### src/rtl/seg_rca_pkg.sv
// Shared constants for the segmented ripple-carry adder/subtractor.
package seg_rca_pkg;

    localparam int unsigned SEG_RCA_WIDTH = 32;
    localparam int unsigned SEG_RCA_CHUNK = 4;

    localparam logic [1:0] ST_IDLE = 2'd0;
    localparam logic [1:0] ST_RUN  = 2'd1;
    localparam logic [1:0] ST_DONE = 2'd2;

    // Index width for n chunks; never narrower than one bit.
    function automatic int unsigned clog2_min1(input int unsigned n);
        return (n <= 1) ? 1 : $clog2(n);
    endfunction

endpackage

### src/rtl/rca_chunk.sv
// Combinational W-bit ripple-carry adder, one full adder per bit.
module rca_chunk #(
    parameter int unsigned W = 4
) (
    input  logic [W-1:0] a,
    input  logic [W-1:0] b,
    input  logic         ci,
    output logic [W-1:0] s,
    output logic         co
);

    logic [W:0] c;

    // Full-adder chain: carry ripples from bit 0 upward.
    always_comb begin
        c    = '0;
        s    = '0;
        c[0] = ci;
        for (int i = 0; i < W; i++) begin
            s[i]   = a[i] ^ b[i] ^ c[i];
            c[i+1] = (a[i] & b[i]) | (c[i] & (a[i] ^ b[i]));
        end
        co = c[W];
    end

endmodule

### src/rtl/seg_rca_adder.sv
// Sequential WIDTH-bit adder/subtractor computing CHUNK bits per clock with a
// single time-multiplexed ripple chunk. Define SEG_RCA_OVF_EN to produce the
// signed-overflow flag; otherwise ovf is held at 0.
module seg_rca_adder
    import seg_rca_pkg::*;
#(
    parameter int unsigned WIDTH = SEG_RCA_WIDTH,
    parameter int unsigned CHUNK = SEG_RCA_CHUNK
) (
    input  logic             clk,
    input  logic             reset_n,
    input  logic             start,
    input  logic             op,
    input  logic [WIDTH-1:0] a,
    input  logic [WIDTH-1:0] b,
    input  logic             ci,
    output logic             busy,
    output logic             done,
    output logic [WIDTH-1:0] s,
    output logic             co,
    output logic             ovf
);

    localparam int unsigned NCHUNK = WIDTH / CHUNK;
    localparam int unsigned IDX_W  = clog2_min1(NCHUNK);
    localparam logic [IDX_W-1:0] IDX_LAST = IDX_W'(NCHUNK - 1);

    logic [1:0]       state_q, state_d;
    logic [IDX_W-1:0] idx_q, idx_d;
    logic             carry_q, carry_d;
    logic [WIDTH-1:0] a_q, a_d;
    logic [WIDTH-1:0] b_q, b_d;     // effective B (already inverted for subtract)
    logic [WIDTH-1:0] s_q, s_d;
    logic             co_q, co_d;
    logic             busy_q, busy_d;
    logic             done_q, done_d;
`ifdef SEG_RCA_OVF_EN
    logic             ovf_q, ovf_d;
`endif

    int unsigned      shamt;
    logic [CHUNK-1:0] chunk_a, chunk_b, chunk_s;
    logic             chunk_co;

    // Select the active chunk of the captured operands.
    assign shamt   = 32'(idx_q) * CHUNK;
    assign chunk_a = CHUNK'(a_q >> shamt);
    assign chunk_b = CHUNK'(b_q >> shamt);

    rca_chunk #(.W(CHUNK)) u_chunk (
        .a  (chunk_a),
        .b  (chunk_b),
        .ci (carry_q),
        .s  (chunk_s),
        .co (chunk_co)
    );

    // Next-state: accept in IDLE/DONE, one chunk per RUN cycle.
    always_comb begin
        state_d = state_q;
        idx_d   = idx_q;
        carry_d = carry_q;
        a_d     = a_q;
        b_d     = b_q;
        s_d     = s_q;
        co_d    = co_q;
`ifdef SEG_RCA_OVF_EN
        ovf_d   = ovf_q;
`endif
        case (state_q)
            ST_IDLE, ST_DONE: begin
                if (start) begin
                    a_d     = a;
                    b_d     = op ? ~b : b;
                    carry_d = op ? 1'b1 : ci;
                    idx_d   = '0;
                    s_d     = '0;
                    state_d = ST_RUN;
                end else begin
                    state_d = ST_IDLE;
                end
            end
            ST_RUN: begin
                s_d     = s_q | (WIDTH'(chunk_s) << shamt);
                carry_d = chunk_co;
                if (idx_q == IDX_LAST) begin
                    co_d    = chunk_co;
`ifdef SEG_RCA_OVF_EN
                    ovf_d   = (a_q[WIDTH-1] == b_q[WIDTH-1]) &&
                              (s_d[WIDTH-1] != a_q[WIDTH-1]);
`endif
                    idx_d   = '0;
                    state_d = ST_DONE;
                end else begin
                    idx_d   = idx_q + IDX_W'(1);
                end
            end
            default: state_d = ST_IDLE;
        endcase
        busy_d = (state_d == ST_RUN);
        done_d = (state_d == ST_DONE);
    end

    // State and datapath registers; reset discards any in-flight operation.
    always_ff @(posedge clk or negedge reset_n) begin
        if (!reset_n) begin
            state_q <= ST_IDLE;
            idx_q   <= '0;
            carry_q <= 1'b0;
            a_q     <= '0;
            b_q     <= '0;
            s_q     <= '0;
            co_q    <= 1'b0;
            busy_q  <= 1'b0;
            done_q  <= 1'b0;
`ifdef SEG_RCA_OVF_EN
            ovf_q   <= 1'b0;
`endif
        end else begin
            state_q <= state_d;
            idx_q   <= idx_d;
            carry_q <= carry_d;
            a_q     <= a_d;
            b_q     <= b_d;
            s_q     <= s_d;
            co_q    <= co_d;
            busy_q  <= busy_d;
            done_q  <= done_d;
`ifdef SEG_RCA_OVF_EN
            ovf_q   <= ovf_d;
`endif
        end
    end

    assign busy = busy_q;
    assign done = done_q;
    assign s    = s_q;
    assign co   = co_q;
`ifdef SEG_RCA_OVF_EN
    assign ovf  = ovf_q;
`else
    assign ovf  = 1'b0;
`endif

endmodule

### config.mk
export PLATFORM = sky130hd
export DESIGN_NAME = seg_rca_adder
export DESIGN_NICKNAME = d
export VERILOG_FILES = /design/src/rtl/seg_rca_pkg.sv /design/src/rtl/rca_chunk.sv /design/src/rtl/seg_rca_adder.sv
export SDC_FILE = /design/constraint.sdc
export NUM_CORES = 1
export LEC_CHECK = 0
export ABC_AREA = 1
export ABC_CLOCK_PERIOD_IN_PS = 3670
export CORE_MARGIN = 8
export CORE_UTILIZATION = 53
export DETAILED_ROUTE_END_ITERATION = 7
export HOLD_SLACK_MARGIN = 0.15
export PLACE_DENSITY = 0.93
export SETUP_SLACK_MARGIN = 0.5
export SKIP_CTS_REPAIR_TIMING = 1
export SLEW_MARGIN = 30
export SYNTH_ARGS = -nofsm -noshare
export SYNTH_HDL_FRONTEND = slang
export SYNTH_SLANG_ARGS = --single-unit
### constraint.sdc
create_clock -name clk -period 3.67 [get_ports clk]
set_clock_uncertainty 0.05 [all_clocks]
set_input_delay 0.367 -clock clk [delete_from_list [all_inputs] [get_ports clk]]
set_output_delay 0.367 -clock clk [all_outputs]
set_load 0.005 [all_outputs]
==> results.cfg <==
[logic_synthesis]
synthMuxAreaShare_pct = 0
netlist_top_cells_area = dfrtp_1 (47%), nand2_1 (14%), inv_1 (7.9%), o21ai_1 (7.1%), xnor2_1 (5.1%)
yosys.area.top_type = dfrtp_1
synth_seq_area_share_pct = 47.5
syn_nets = 780
synth_top_area_share_pct = 47.5
synth_top_family_by_area = simple AND/OR/NAND/NOR gates
syn-cell-area_um2 = 5530
syn_inst = 705
synth_fa_ha_area_share_pct = 1.90
synthXorXnorAreaFrac_pct = 5.07
postSynthAreaPerCell_um2 = 7.85
ys_seq_elements = 105
yosys_warnings = 0
synth-compound-area-share_pct = 11.4
ys_types = 22
synthSimpleGateAreaFrac_pct = 20.2

[power]
p_leak_nw = 3.36
internal-power_w = 0.00345
p_comb_share_pct = 57.0
net-switching-power_w = 0.00272
clkPwrFrac_pct = 11.8
switching_share_pct = 44.1
seqPwrFrac_pct = 31.2
peakVddDrop_mv = 0.583
cellPowerDensity_nw_per_um2 = 897

[global_route]
grt_max_degree = 94
grt_pass1_vias = 4644
grt_usage_pct = 18.9
antenna_found_initial = 0
grt_pass1_wl_um = 22000
grt_overflow = 0

[min_path]
worstHoldPathCells = 2
hp-start = b_q[27]
hold_path.class = reg -> reg

[die]
num_rows = 37
die-area_um2 = 14000
core_area_um2 = 10200
ios = 105
die_height_um = 118
die_x_um = 118
initial_utilization_pct = 54.1

[clock_tree]
clock-sinks = 105
ctsRootBufferMaster = clkbuf_8
cts_tree = built
htree_levels = 3
cts_buffers = 9
clk_latency_ns = 0.37
cts_buffer_depth = 2
clkTransAtPathRegs_ns = 0.09

[timing]
fmax_mhz = 308
worst_pin_slew_ns = 0.895
fin_tns_setup_ns = 0
maxSlewHeadroom_pct = 40.3
final-hold-violation-count = 0
final-setup-viol-count = 0
slew_violations = 0
rsz0062_at_grt = true
period_minus_slack_ns = 3.25
fin_crit_sh_pct = 88.5

[layout]
drive_above_1_share_pct = 8.34
nets = 874
final_common_cell = nand2_1
areaGrowthSynthToFinish_pct = 24.2
diodes = 0
final_cell_mix = nand2_1 (203), inv_1 (115), dfrtp_1 (104)
layout.cells.non_filler = 939

[detailed_routing]
drc = 0
vias = 4857
firstDrtPassIters = 7
drt-initial-drc-count = 507
wl_per_cell_um = 14.8
postRouteAntennaNets = 0
wl_um = 13900
via_per_inst = 5.17

[worst_setup_path]
crit_start = idx_q[1]
required_ns = 3.91
worst_path_most_repeated_cell = fa_2
path_delay_family = adder cells
critPathCaptureType = flip-flop
cp-start-kind = flip-flop
critPathMaxStageDelay_ns = 0.62
path_buf_inv = 1
critPathMaxFanout = 7
worst_path_max_delay_cell = fa_2
arrival_ns = 3.48
criticalPathCategory = reg -> reg
reg2regPathDepth = 13
rr_startpoint = idx_q[1]
crit_cells = 13
path_cells = clkinvlp_4 > nand3_2 > nand2_1 > nand2_1 > nand2_2 > fa_2 > fa_2 > fa_2 > fa_2 > nand2_2 > nor2_2 > nand2_1 > a21oi_2

[placement]
hpwl_um = 9360
place.gp.congestion = 0.870
io_buffers = 103
dp_cells = 913

[job]
maxCapViolCount = 0

[run_status]
status = finished clean
## layout make-up
type / count / area [µm²]
fillers: 784 / 3360
clock inverters: 3 / 40.0
multi-input cells: 437 / 2190
repair buffers: 125 / 1230
clock buffers: 12 / 155
well taps: 136 / 170
flip-flops and latches: 105 / 2630
inverters: 120 / 459
repair inverters: 1 / 5.00
## sequential cells by signal, summed over array words and instances (netlist names), 2 cells and up
signal,cells
b_q,32
s,32
idx_q,3
a_q,32
state_q,2
## synthesized netlist by cell type
library cell	instances
buf_2	18
a21oi_2	4
nor2_1	16
ha_1	2
clkbuf_1	2
fa_1	4
inv_2	3
a21oi_1	8
inv_6	1
nor2_2	3
inv_1	116
dfrtp_1	105
o21ai_1	79
xnor2_1	32
o21ai_0	32
nand2_2	2
nand2_1	205
nand3_1	47
conb_1	1
buf_4	12
nor2_4	2
buf_6	11
## through the flow
stage | setup slack, ns | power [W] | hold WS, ns | utilization [%] | cell area [µm²]
floorplan | 0.528 | 0.00419 | 0.0214 | - | 5530
global placement | 0.390 | 0.00497 | 0.423 | 63.6 | 6510
detailed placement | 0.297 | 0.00510 | 0.410 | 63.7 | 6510
CTS | 0.225 | 0.00584 | 0.0121 | 65.6 | 6710
global route | 0.312 | 0.00664 | 0.471 | 67.2 | 6870
finish | 0.423 | 0.00616 | 0.449 | 67.2 | 6870
## power by group through the flow
stage,clock network [W],registers [W],logic [W]
after floorplan,0,0.00188,0.00231
after global placement,0,0.00190,0.00306
after detailed placement,0,0.00193,0.00318
after CTS,0.000726,0.00191,0.00320
after global routing,0.000769,0.00198,0.00390
final,0.000727,0.00193,0.00351
## worst paths after layout
path                            to  slack [ns]
hold reg to reg            b_q[27]        0.45
min in group asynchronous    s[21]        0.55
setup / recovery             s[19]        0.42
max in group asynchronous   b_q[3]        2.33
setup reg to reg             s[19]        0.42
hold / removal             b_q[27]        0.45
## metal layers
metal  up-vias  share of wire, %  GRT usage, %
met5         -                 0             0
met4         0               3.3          7.37
met3        51               6.1          3.62
met2       219                49          31.6
met1      2261                42          23.9
li1       2326                 -             -
## cell families (layout without fill, tap and decap cells)
| kind of cell | after synthesis | after routing |
|---|---|---|
| XOR/XNOR | 32 | 32 |
| buffers and inverters | 163 | 261 |
| adder cells (fa/ha/maj) | 6 | 6 |
| other | 1 | 1 |
| flip-flops | 105 | 105 |
| AND/OR/NAND/NOR | 275 | 275 |
| AO/OA/AOI/OAI | 123 | 123 |
## tightest hold or removal path, cell delays in order, from the launching register on
cell and delay [ns]:
dfrtp_1 0.36, nand2_1 0.05, o21ai_1 0.06
Power figures use the tool's default switching activity.
